--- config.mk ---
export PLATFORM = sky130hd
export DESIGN_NAME = calc_sequencer
export DESIGN_NICKNAME = d
export VERILOG_FILES = /design/src/rtl/calc_pkg.sv /design/src/rtl/calc_ram_mux.sv /design/src/rtl/calc_sequencer.sv
export SDC_FILE = /design/constraint.sdc
export NUM_CORES = 1
export LEC_CHECK = 0
export ABC_AREA = 1
export CAP_MARGIN = 30
export CORE_AREA = 2 2 75 77
export DETAILED_ROUTE_END_ITERATION = 7
export DIE_AREA = 0 0 77 79
export PLACE_DENSITY = 0.76
export SYNTH_ARGS = -nofsm -noshare
export SYNTH_HDL_FRONTEND = slang
export SYNTH_HIERARCHICAL = 1
export SYNTH_SLANG_ARGS = --single-unit
--- constraint.sdc ---
create_clock -name Sysclk -period 1.2 [get_ports Sysclk]
set_clock_uncertainty 0.1 [all_clocks]
set_input_delay 0.24 -clock Sysclk [delete_from_list [all_inputs] [get_ports Sysclk]]
set_output_delay 0.24 -clock Sysclk [all_outputs]
set_load 0.02 [all_outputs]
--- src/rtl/calc_pkg.sv ---
// Shared definitions for the calculator phase sequencer.
// Contents:
//   state_t          : sequencer state encoding (IDLE=0 .. FAULT=5)
//   ADDR_W_DEF       : default scratch RAM address width
//   DATA_W_DEF       : default scratch RAM word width
//   RAM_CTRL_W       : width of the RAM control part of the port bundle (write strobe)
//   ram_bus_w()      : total RAM port bundle width (strobe + address + data)
package calc_pkg;

  localparam int ADDR_W_DEF = 8;
  localparam int DATA_W_DEF = 16;
  localparam int RAM_CTRL_W = 1;

  typedef enum logic [2:0] {
    IDLE  = 3'd0,
    PRE   = 3'd1,
    TURN  = 3'd2,
    CALC  = 3'd3,
    DONE  = 3'd4,
    FAULT = 3'd5
  } state_t;

  function automatic int ram_bus_w(input int addr_w, input int data_w);
    return RAM_CTRL_W + addr_w + data_w;
  endfunction

  localparam int RAM_BUS_W_DEF = RAM_CTRL_W + ADDR_W_DEF + DATA_W_DEF;

endpackage

--- src/rtl/calc_ram_mux.sv ---
// Combinational scratch RAM port select.
// The RAM belongs to the preprocess writer while in PRE and to the FSM reader
// in TURN and CALC; in every other state the port is parked at address 0 with
// the write strobe low.
// Ports:
//   state        : current sequencer state
//   pre_wr_valid : preprocess has a word to write
//   pre_wr_addr  : preprocess write address
//   pre_wr_data  : preprocess write word
//   fsm_rd_addr  : FSM scan address
//   addr_oob     : a valid preprocess write targets an address >= DEPTH
//   ram_wr       : RAM write strobe
//   ram_addr     : RAM address
//   ram_din      : RAM write data
module calc_ram_mux
  import calc_pkg::*;
#(
  parameter int ADDR_W = ADDR_W_DEF,
  parameter int DATA_W = DATA_W_DEF,
  parameter int DEPTH  = 256
) (
  input  state_t              state,
  input  logic                pre_wr_valid,
  input  logic [ADDR_W-1:0]   pre_wr_addr,
  input  logic [DATA_W-1:0]   pre_wr_data,
  input  logic [ADDR_W-1:0]   fsm_rd_addr,
  output logic                addr_oob,
  output logic                ram_wr,
  output logic [ADDR_W-1:0]   ram_addr,
  output logic [DATA_W-1:0]   ram_din
);

  // One extra bit so DEPTH == 2**ADDR_W is representable (never overflows).
  localparam logic [ADDR_W:0] DEPTH_LIM = (ADDR_W+1)'(DEPTH);

  assign addr_oob = pre_wr_valid && ({1'b0, pre_wr_addr} >= DEPTH_LIM);

  always_comb begin
    // NOTE: every output gets a default first so no path through the case leaves it unassigned (no latch).
    ram_wr   = 1'b0;
    ram_addr = '0;
    ram_din  = '0;
    case (state)
      PRE: begin
        // Out-of-range writes are dropped in the same cycle they are presented.
        ram_wr   = pre_wr_valid && !addr_oob;
        ram_addr = pre_wr_addr;
        ram_din  = pre_wr_data;
      end
      // TURN pre-issues the first read so data is ready when FSM_En rises.
      TURN, CALC: ram_addr = fsm_rd_addr;
      default: ;
    endcase
  end

endmodule

--- src/rtl/calc_sequencer.sv ---
// Registered phase controller for the calculator datapath.
// Sequences PreProcess, then Calculator_FSM, arbitrating the shared
// single-port scratch RAM, latching the result and pulsing Finish once.
// Optional build macro: CALC_SEQ_TIMEOUT_EN adds a per-phase watchdog that
// faults after TIMEOUT_CYC cycles in PRE or CALC.
// Ports:
//   Sysclk       : clock, rising edge
//   En           : asynchronous active-low reset
//   St           : start request (level)
//   Pre_Finish / Pre_Wr_Valid / Pre_Wr_Addr / Pre_Wr_Data : preprocess side
//   FSM_Rd_Addr / FSM_Finish / FSM_Fault / FSM_Result     : evaluation FSM side
//   Ram_Dout     : RAM read data (1-cycle read latency)
//   Pre_En, FSM_En : registered phase enables
//   Ram_Wr, Ram_Addr, Ram_Din : RAM port
//   FSM_Data     : RAM read data forwarded to the FSM
//   Result       : latched result
//   Finish       : one-cycle completion pulse
//   Fault        : sticky error flag, cleared by returning to IDLE
//   Busy         : high in PRE, TURN and CALC
module calc_sequencer
  import calc_pkg::*;
#(
  parameter int ADDR_W      = ADDR_W_DEF,
  parameter int DATA_W      = DATA_W_DEF,
  parameter int DEPTH       = 256,
  parameter int TIMEOUT_CYC = 4096
) (
  input  logic              Sysclk,
  input  logic              En,
  input  logic              St,
  input  logic              Pre_Finish,
  input  logic              Pre_Wr_Valid,
  input  logic [ADDR_W-1:0] Pre_Wr_Addr,
  input  logic [DATA_W-1:0] Pre_Wr_Data,
  input  logic [ADDR_W-1:0] FSM_Rd_Addr,
  input  logic              FSM_Finish,
  input  logic              FSM_Fault,
  input  logic [DATA_W-1:0] FSM_Result,
  input  logic [DATA_W-1:0] Ram_Dout,
  output logic              Pre_En,
  output logic              FSM_En,
  output logic              Ram_Wr,
  output logic [ADDR_W-1:0] Ram_Addr,
  output logic [DATA_W-1:0] Ram_Din,
  output logic [DATA_W-1:0] FSM_Data,
  output logic [DATA_W-1:0] Result,
  output logic              Finish,
  output logic              Fault,
  output logic              Busy
);

  state_t state;
  logic   addr_oob;
  logic   timeout_hit;

  calc_ram_mux #(
    .ADDR_W (ADDR_W),
    .DATA_W (DATA_W),
    .DEPTH  (DEPTH)
  ) u_ram_mux (
    .state        (state),
    .pre_wr_valid (Pre_Wr_Valid),
    .pre_wr_addr  (Pre_Wr_Addr),
    .pre_wr_data  (Pre_Wr_Data),
    .fsm_rd_addr  (FSM_Rd_Addr),
    .addr_oob     (addr_oob),
    .ram_wr       (Ram_Wr),
    .ram_addr     (Ram_Addr),
    .ram_din      (Ram_Din)
  );

  // Read data already carries the address issued on the previous cycle.
  assign FSM_Data = Ram_Dout;
  assign Busy     = (state == PRE) || (state == TURN) || (state == CALC);

`ifdef CALC_SEQ_TIMEOUT_EN
  localparam int CNT_W = $clog2(TIMEOUT_CYC + 1);
  localparam logic [CNT_W-1:0] CNT_LAST = CNT_W'(TIMEOUT_CYC - 1);

  logic [CNT_W-1:0] phase_cnt;

  // IDLE and TURN are the only predecessors of PRE and CALC, so holding the
  // counter at zero there clears it on entry to either phase.
  always_ff @(posedge Sysclk or negedge En) begin
    if (!En) begin
      phase_cnt <= '0;
    end else if (state == PRE || state == CALC) begin
      phase_cnt <= phase_cnt + 1'b1;
    end else begin
      phase_cnt <= '0;
    end
  end

  // Fires on the TIMEOUT_CYC-th cycle spent in the phase.
  assign timeout_hit = (phase_cnt == CNT_LAST);
`else
  assign timeout_hit = 1'b0;
`endif

  // The scratch RAM is external and is deliberately left untouched by reset;
  // only control state and the result register are cleared.
  always_ff @(posedge Sysclk or negedge En) begin
    // NOTE: sequential state uses non-blocking assignments so every register samples pre-edge values.
    if (!En) begin
      state  <= IDLE;
      Pre_En <= 1'b0;
      FSM_En <= 1'b0;
      Result <= '0;
      Finish <= 1'b0;
      Fault  <= 1'b0;
    end else begin
      Finish <= 1'b0;
      case (state)
        IDLE: begin
          if (St) begin
            state  <= PRE;
            Pre_En <= 1'b1;
          end
        end
        PRE: begin
          if (addr_oob) begin
            state  <= FAULT;
            Pre_En <= 1'b0;
            Fault  <= 1'b1;
          end else if (Pre_Finish) begin
            state  <= TURN;
            Pre_En <= 1'b0;
          end else if (timeout_hit) begin
            state  <= FAULT;
            Pre_En <= 1'b0;
            Fault  <= 1'b1;
          end
        end
        TURN: begin
          state  <= CALC;
          FSM_En <= 1'b1;
        end
        CALC: begin
          // A fault outranks a simultaneous finish: no result, no pulse.
          if (FSM_Fault || (!FSM_Finish && timeout_hit)) begin
            state  <= FAULT;
            FSM_En <= 1'b0;
            Fault  <= 1'b1;
          end else if (FSM_Finish) begin
            state  <= DONE;
            FSM_En <= 1'b0;
            Result <= FSM_Result;
            Finish <= 1'b1;
          end
        end
        DONE: begin
          if (!St) state <= IDLE;
        end
        FAULT: begin
          if (!St) begin
            state <= IDLE;
            Fault <= 1'b0;
          end
        end
        default: begin
          state  <= IDLE;
          Pre_En <= 1'b0;
          FSM_En <= 1'b0;
          Fault  <= 1'b0;
        end
      endcase
    end
  end

endmodule

==> flow_summary.ini <==
[outcome]
status = complete, but fails checks
failed_checks = setup timing

[synthesis]
ys_seq_area_share_pct = 40.4
synth-edff-count = 0
netlist_area_mm2 = 0.00143
synth_nets = 280
synth_top_cells_by_count = nand2_1 (86), nor2_1 (28), dfrtp_1 (23), inv_1 (23), buf_4 (17)
synthAdderAreaFrac_pct = 0
syn_inst = 209
synth_mux_area_share_pct = 0
yosysWarnings = 6
synth_top_area_share_pct = 40.4
synth_top_family_by_area = simple AND/OR/NAND/NOR gates
yosys.area_share.simple_pct = 39.6
synth.area.top_cells = dfrtp_1 (40%), nand2_1 (23%), buf_4 (8.9%), nor2_1 (7.4%), inv_1 (6.1%)
yosysMostFrequentCell = nand2_1
netlist-cell-type-count = 17
async_flop_share_pct = 100
yosys_register_bits = 23
synth_compound_area_share_pct = 2.11
yosysTopAreaCell = dfrtp_1
avgSynthCellArea_um2 = 6.82
synth-xor-area-share_pct = 0
synthFlopType = dfrtp_1

[global_routing]
grt-ovfl-total = 0
antenna_found_initial = 0
grt_max_degree = 24
grt_pass1_wl_mm = 8.11
grt_pass1_vias = 1747
grtUsageTotal_pct = 16.4

[sta]
period_minus_slack_ns = 1.66
fmax_mhz = 602
finalHoldViolations = 0
timing.final.crit_share_pct = 138
drv_slew = 0
setup_ws_ns = -0.461
rsz0062_at_grt = yes
finalSetupViolCount = 49

[detailed_routing]
drc = 0
viasPerCell = 4.34
drt_iter0_drc = 23
ant_nets = 0
num_vias = 1695
drt-pass1-iter-count = 4
post_drt_wl_per_cell_um = 13.3
drt_wl_total_mm = 5.20

[layout]
stdcell_area_mm2 = 0.00306
diodes = 0
multi_input_area_um2 = 998
fillCellCount = 487
drive_gt1_share_pct = 51.7
syn2layout_area_growth_pct = 115
regArea_um2 = 579
finalNetCount = 391

[placed_design]
place_congestion = 0.764
dpl_cell_area_mm2 = 0.00258
port_buffers = 100
dp_hpwl_mm = 3.40

[cts]
cts_tree = yes
root_buffer = clkbuf_8
cts_hold_buffers = 0
insertion_delay_ns = 0.26
htreeDepth = 1
cts_sinks = 23
path_clk_slew_ns = 0.08
clock_path_buffers = 2
cts_buffers = 3

[power_and_ir_drop]
fin_total_pwr_mw = 6.69
vdd_drop_max_v = 0.00112
power.leakage_nw = 1.59
power.density_mw_per_mm2 = 2180

[worst_setup_path]
worstSetupEndpointType = primary output
reg2reg_depth = 9
crit_arrival_ns = 1.32
reg2reg_slack_ns = -0.33
critical_path_required_ns = 0.86
worstReg2RegEnd = Result[2]$_DFFE_PN0P_
path_class = flop to primary output
reg2reg_from = state[0]$_DFFE_PN0P_
crit_fanout = 8
crit_path_start_kind = flop

[die]
coreArea_mm2 = 0.00534
die-width_um = 77
pin_count = 133
die_y_um = 79
fp-row-count = 27
initial_core_util_pct = 26.7
die-area_mm2 = 0.00608

[min_path]
min_path_type = primary input to asynchronous set/reset pin

[run]
cap_violations = 0
## layout by cell type (no fill, tap or decap), types with 3 or more instances in the layout
cell             count
clkdlybuf4s50_1     54
nand2_1             44
nand2_2             31
buf_6               29
dfrtp_1             20
inv_1               20
buf_2               19
nor2_4              17
buf_4               15
nand2_4             13
nand3_2              9
nor2_2               7
nor2_1               6
buf_12               5
clkinv_8             3
nand3_1              3
clkbuf_8             3
dfrtp_2              3
## per-layer routing
layer | vias up | wire [um] | global-route usage (%)
li1 | 829 | - | -
met1 | 770 | 1910 | 17.4
met2 | 88 | 2750 | 32.5
met3 | 8 | 475 | 4.32
met4 | 0 | 59 | 3.39
met5 | - | 0 | 0
## per-stage QoR
stage	hold slack [ns]	util [%]	std cells	worst slack, ns	TNS, ns
after CTS	0.209	53.3	392	-0.484	-17.25
after floorplan	-0.156	-	209	-0.211	-5.05
after detailed placement	0.366	48.3	376	-0.709	-23.68
after global placement	0.357	48.3	376	-0.673	-22.94
after global routing	0.228	57.4	391	-0.520	-20.61
final	0.213	57.4	391	-0.461	-17.43
## final cells by class
class / count / share of cell area (%)
Timing Repair Buffer: 123 / 39.3
Multi-Input combinational cell: 143 / 32.6
Sequential cell: 23 / 18.9
Inverter: 24 / 3.68
Tap cell: 72 / 2.94
Clock buffer: 3 / 1.35
Timing Repair inverter: 2 / 1.06
Clock inverter: 1 / 0.163
## how the worst max path moves through the flow
stage,cells past startpoint,from,to,slack [ns]
2_1_floorplan,4,state[2]$_DFFE_PN0P_,Ram_Din[10],-0.21
3_3_place_gp,4,state[1]$_DFFE_PN0P_,Ram_Wr,-0.67
3_5_place_dp,4,state[1]$_DFFE_PN0P_,Ram_Din[0],-0.71
4_1_cts,6,state[2]$_DFFE_PN0P_,Ram_Addr[6],-0.48
5_1_grt,5,state[1]$_DFFE_PN0P_,Ram_Addr[6],-0.52
6_report,5,state[1]$_DFFE_PN0P_,Ram_Din[15],-0.46
## sequential cells by signal, indices dropped and copies added, names as in the netlist
name    count
Result     16
state       3
FSM_En      1
Fault       1
Finish      1
Pre_En      1
## where the power goes
part	switching [mW]	internal [mW]	leakage, nW	total [mW]
combinational	2.74	2.20	1.27	4.94
clock	0.246	0.231	0.0255	0.477
sequential	0.200	1.07	0.296	1.27
## critical path: stages (launching register included)
cell and delay, ns:
dfrtp_2 0.44, nor2_4 0.15, buf_12 0.14, nand2_8 0.09
nor2_2 0.09, buf_4 0.14
## what timing repair did
| item | in CTS | in global routing |
|---|---|---|
| pin swaps | 19 | 29 |
| endpoints found under the setup margin | 69 | 49 |
| gates resized for setup | 288 | 65 |
| cloned | 5 | 0 |
| buffers inserted | 7 | 1 |
## cells by family (layout without fill, tap and decap cells)
family,after synthesis,after routing
AND/OR/NAND/NOR,134,136
other,1,1
AO/OA/AOI/OAI,6,6
buffers and inverters,45,153
flip-flops,23,23
(Power assumes the default switching activity.)
==> edit 1: new RTL, same flow settings <==
`ADDR_W_DEF`: 8 -> 7.
--- a/src/rtl/calc_pkg.sv
+++ b/src/rtl/calc_pkg.sv
@@ -7,7 +7,7 @@
 //   ram_bus_w()      : total RAM port bundle width (strobe + address + data)
 package calc_pkg;
 
-  localparam int ADDR_W_DEF = 8;
+  localparam int ADDR_W_DEF = 7;
   localparam int DATA_W_DEF = 16;
   localparam int RAM_CTRL_W = 1;
 
Interface: changed (resized FSM_Rd_Addr, Pre_Wr_Addr and Ram_Addr); port bits go from 133 to 130. The function was not compared with the original's and may differ.
==> edit 1 against the unedited design <==
The run still ends with setup timing left; sequential cell count stayed put; cell area fell by 12%; worst setup slack lost 0.013 ns; die area unchanged; total power down 9.7%; area after synthesis grew 4.6%; core utilization decreased by 6.7 points; wire length decreased by 15%; critical endpoint is now Ram_Din[0].
==> edit 1: results (changes against the unedited design) <==
stage,metric,value,unit,change
global_route,Total GRT Usage,14.5,%,-2.0 points
synthesis,"top cells by count, synth","84 x nand2_1, 23 x dfrtp_1, 22 x inv_1",,
routing,Initial DRT Pass Iterations,4,,unchanged
synthesis,Mapped Avg Cell Area,7.28,µm²,+6.6%
global_route,largest net degree at the start of global routing,24,,unchanged
cts,Skew-Pair Late Insertion Delay,0.25,ns,
critical_path,Critical Path Fanout Max,7,,-1
power_and_ir_drop,Peak VDD IR,1.00,mV,-10%
power_and_ir_drop,Switch Pwr,0.00274,W,-14%
critical_path,"delay-heaviest family, CP",flip-flops,,
layout,biggest regs,"Result (16), state (3)",,
synthesis,synth unique cells,18,,+1
layout,final cell count without fillers,379,,-3.1%
cts,TritonCTS Buffers,3,,unchanged
sta,final worst setup slack,-0.474,ns,-0.0131 ns
status,failing checks,setup timing,,
synthesis,YS warnings,6,,unchanged
synthesis,"Seq/Total Area, Yosys",38.6,%,-1.8 points
global_route,met3 usage,5.00,%,+0.68 points
cts,CTS max path bufs,2,,unchanged
placement,I/O Buffers,96,,-4.0%
cts,Root Driver,clkbuf_8,,
critical_path,crit-path max cell delay,0.43,ns,
placement,Routability Congestion,0.784,,+2.6%
cts,H-Tree Depth,1,,unchanged
power_and_ir_drop,LEAKAGE,1.41,nW,-11%
routing,drt first-iter violations,23,,unchanged
critical_path,CP max-delay cell,dfrtp_2,,
status,status,"finished, violations left",,
global_route,vias in the first global route,1580,,-9.6%
global_route,initial antenna violation count,0,,unchanged
routing,vias per inst,4.22,,-2.6%
placement,Final HPWL DP,3290,µm,-3.3%
layout,number of diodes,0,,unchanged
placement,Post-Place Cells,367,,-2.4%
routing,"wirelength, routed",4410,µm,-15%
cts,Clock transition at path regs,0.08,ns,about the same
global_route,met2 Usage GRT,26.7,%,-5.9 points
worst_hold_path,Worst Hold Class,input port to asynchronous set/reset pin,,
synthesis,syn_nets,274,,-2.1%
layout,share of cells above drive strength 1,35.8,%,-16 points
global_route,met1 GRT Util,15.8,%,-1.6 points
synthesis,Async SR Flop Fraction,100,%,unchanged
global_route,first-pass GRT wire length,7220,µm,-11%
synthesis,ranking of synthesized cells by area,"dfrtp_1 39%, nand2_1 21%, buf_4 9.1%, nor2_4 9.1%, inv_1 5.5%",,
sta,Final Setup Violations,47,,-4.1%
synthesis,Synth Flop Type,dfrtp_1,,
critical_path,crit path DAT,1.33,ns,
==> edit 1: stage by stage <==
stage	instance area, µm²	util (%)	total power [W]	setup WS (ns)	TNS [ns]
after detailed placement	2530	47.5	0.00513	-0.645	-20.98
final	2700	50.7	0.00604	-0.474	-16.63
after global placement	2530	47.5	0.00507	-0.648	-20.37
after CTS	2670	50.0	0.00595	-0.470	-17.11
after global routing	2700	50.7	0.00642	-0.533	-19.89
after floorplan	1500	-	0.00332	-0.199	-3.74
==> edit 1: path summary, 6_finish.rpt <==
kind / slack, ns / startpoint / cells after the start / endpoint
max: -0.47 / state[2] / 5 / Ram_Din[0]
min: 0.22 / En / 2 / Result[5]
max reg2reg: -0.30 / state[2] / 7 / Result[9]
min reg2reg: 0.38 / FSM_En / 2 / FSM_En
max in group asynchronous: 0.63 / En / 2 / state[0]
min in group Sysclk: 0.38 / Ram_Dout[10] / 0 / FSM_Data[10]
==> edit 1: worst register-to-register path: stages, from the launching register on <==
cell and delay [ns]:
dfrtp_2 0.43, buf_4 0.16, buf_6 0.14, nor2_4 0.12
nand3_4 0.16, buf_12 0.18, nand2_1 0.05, nand2_1 0.05
==> edit 1: final cells by class <==
type                       count  area [µm²]
fill                         524        2630
timing repair buffer         120        1150
multi-input combinational    137         739
sequential                    23         579
inverter                      23         101
tap                           72        90.1
clock buffer                   4        45.0
==> edit 1: repair_timing <==
| action | 4_1_cts | 5_1_grt |
|---|---|---|
| endpoints found under the setup margin | 67 | 47 |
| cloned | 2 | 0 |
| hold endpoints to repair | 0 | 0 |
| pin swaps | 16 | 7 |
| gates resized for setup | 252 | 6 |
| setup buffers | 5 | 2 |
==> edit 1: power groups by stage <==
stage	combinational, W	clock (W)	sequential [W]
floorplan	0.00174	0	0.00158
global placement	0.00379	0	0.00128
detailed placement	0.00386	0	0.00127
CTS	0.00421	0.000485	0.00126
global route	0.00461	0.000514	0.00130
finish	0.00431	0.000469	0.00126
==> edit 1: kinds of logic (layout without fill, tap and decap cells) <==
kind of cell    count (synthesis)  count (layout)  share of synthesized area, %
simple gates                  130             130                          41.9
buf+inv                        45             147                          17.2
flops                          23              23                          38.6
compound gates                  6               6                          2.01
other cells                     1               1                         0.251
==> edit 1: per-layer routing <==
layer  wire length (µm)  vias up
met1               1750      705
met2               2110       96
met4                 29        0
li1                   -      796
met3                525        4
met5                  0        -
==> edit 2: new RTL, same flow settings <==
Made on the original files. Add an input register stage for `FSM_Rd_Addr`; this delays it by one clock. The other inputs are not delayed to match.
--- a/src/rtl/calc_sequencer.sv
+++ b/src/rtl/calc_sequencer.sv
@@ -49,6 +49,12 @@
   output logic              Busy
 );
 
+  logic [ADDR_W-1:0] FSM_Rd_Addr_q;
+
+  always_ff @(posedge Sysclk) begin
+    FSM_Rd_Addr_q <= FSM_Rd_Addr;
+  end
+
   state_t state;
   logic   addr_oob;
   logic   timeout_hit;
@@ -62,7 +68,7 @@
     .pre_wr_valid (Pre_Wr_Valid),
     .pre_wr_addr  (Pre_Wr_Addr),
     .pre_wr_data  (Pre_Wr_Data),
-    .fsm_rd_addr  (FSM_Rd_Addr),
+    .fsm_rd_addr  (FSM_Rd_Addr_q),
     .addr_oob     (addr_oob),
     .ram_wr       (Ram_Wr),
     .ram_addr     (Ram_Addr),
Behaviour: not the same (a bounded check fails within 4 cycles, from zero or initial values).
==> edit 2 against the unedited design <==
The run still ends with setup timing left; area after synthesis increased by 13%; final cell count rose by 5.6%; largest cell class unchanged; worst setup slack got worse by 0.088 ns; cell area is 9.4% higher; sequential cell count grew 8; via count is 5.8% higher; core utilization grew 5.4 points; highest routed layer unchanged; total power grew 29%; wire length is 1.8% higher.
==> edit 2: results (changes against the unedited design) <==
stage,metric,value,unit,change
routing,number of vias in the routed layout,1794,,+5.8%
worst_hold_path,Worst Hold Class,input port to asynchronous set/reset pin,,
global_route,vias in the first global route,1712,,-2.0%
layout,biggest regs,"Result (16), FSM_Rd_Addr_q (8), state (3)",,
status,status,"finished, violations left",,
synthesis,"top cells by count, synth","84 x nand2_1, 24 x nor2_1, 23 x dfrtp_1, 23 x inv_1, 18 x buf_4",,
layout,share of cells above drive strength 1,49.9,%,-1.9 points
synthesis,ranking of synthesized cells by area,"dfrtp_1 36%, nand2_1 20%, dfxtp_1 9.9%, buf_4 8.4%, nor2_1 5.6%",,
synthesis,"Seq/Total Area, Yosys",45.6,%,+5.3 points
synthesis,synth unique cells,22,,+5
power_and_ir_drop,switching fraction of total power,43.5,%,-4.1 points
placement,Routability Congestion,0.796,,+4.2%
cts,Root Driver,clkbuf_8,,
status,failing checks,setup timing,,
cts,Clock transition at path regs,0.06,ns,-0.02 ns
critical_path,crit-path max cell delay,0.43,ns,
cts,Skew-Pair Late Insertion Delay,0.28,ns,+0.02 ns
global_route,first-pass GRT wire length,7890,µm,-2.6%
power_and_ir_drop,LEAKAGE,1.66,nW,+4.3%
cts,H-Tree Depth,2,,+1
routing,drt first-iter violations,34,,+48%
critical_path,CP max-delay cell,dfrtp_2,,
routing,"wirelength, routed",5290,µm,+1.8%
global_route,largest net degree at the start of global routing,24,,unchanged
synthesis,YS warnings,6,,unchanged
synthesis,syn_nets,287,,+2.5%
routing,Initial DRT Pass Iterations,4,,unchanged
critical_path,"reg-to-reg slack, setup",-0.29,ns,+0.04 ns
placement,Final HPWL DP,3540,µm,+4.1%
sta,Final Setup Violations,49,,unchanged
placement,I/O Buffers,100,,unchanged
placement,placed inst area,2770,µm²,+7.3%
sta,final worst setup slack,-0.549,ns,-0.0876 ns
power_and_ir_drop,Peak VDD IR,1.12,mV,+0.15%
cts,TritonCTS Buffers,5,,+2
sta,setup TNS,-18.31,ns,-0.882 ns
synthesis,Async SR Flop Fraction,74.2,%,-26 points
synthesis,Synth Flop Type,dfrtp_1,,
floorplan,Starting Density,30.2,%,+3.5 points
critical_path,Critical Path Fanout Max,8,,unchanged
cts,CTS max path bufs,2,,unchanged
global_route,Total GRT Usage,16.1,%,-0.36 points
layout,fin nets,411,,+5.1%
sta,WHS,0.202,ns,-0.0108 ns
layout,number of diodes,0,,unchanged
critical_path,crit path DAT,1.41,ns,+0.09 ns
edit 2: power by group through the flow:
stage,logic (W),clock network [W],registers [W]
2_1_floorplan,0.00213,0,0.00193
3_3_place_gp,0.00437,0,0.00161
3_5_place_dp,0.00445,0,0.00161
4_1_cts,0.00499,0.00107,0.00160
5_1_grt,0.00633,0.00112,0.00171
6_report,0.00593,0.00105,0.00166
edit 2: through the flow:
| step | utilization [%] | instances | setup slack (ns) |
|---|---|---|---|
| CTS | 56.4 | 404 | -0.493 |
| detailed placement | 51.9 | 385 | -0.717 |
| finish | 62.8 | 413 | -0.549 |
| global placement | 51.9 | 385 | -0.659 |
| floorplan | - | 216 | -0.164 |
| global route | 62.8 | 413 | -0.609 |
edit 2: layout make-up:
cell class / instances / area, µm²
fill: 451 / 1990
timing repair buffer: 138 / 1340
multi-input combinational: 140 / 955
sequential: 31 / 739
inverter: 24 / 113
tap: 72 / 90.1
clock buffer: 6 / 82.6
clock inverter: 2 / 35.0
edit 2: worst paths after layout:
path / startpoint / to / cells past startpoint
max in group asynchronous: En / state[2] / 2
min in group Sysclk: FSM_Rd_Addr[7] / FSM_Rd_Addr_q[7] / 1
worst max register to register: state[0] / Result[8] / 8
worst min-delay path: En / Result[0] / 2
worst min register to register: FSM_En / FSM_En / 2
worst max-delay path: state[2] / Ram_Din[2] / 5
edit 2: cell families after synthesis:
| family | after synthesis | share of synthesized area (%) |
|---|---|---|
| AOI/OAI and AO/OA | 7 | 2.64 |
| xor gates and xnor gates | 1 | 0.543 |
| buffers and inverters | 47 | 16.6 |
| other | 1 | 0.233 |
| DFF | 31 | 45.6 |
| and+or+nand+nor | 129 | 34.4 |
edit 2: layer usage:
metal	wire length, µm	part of all wire (%)	vias up	track usage [%]
li1	-	-	880	-
met1	1900	36	812	17.4
met2	2750	52	94	29.4
met3	571	11	8	6.36
met4	55	1.0	0	3.93
met5	0	0	-	0
edit 2: repair_timing:
action | CTS | global route
setup buffers | 8 | 10
endpoints found under the setup margin | 69 | 56
pin swaps | 8 | 27
gates cloned | 3 | 0
resized for setup | 259 | 84
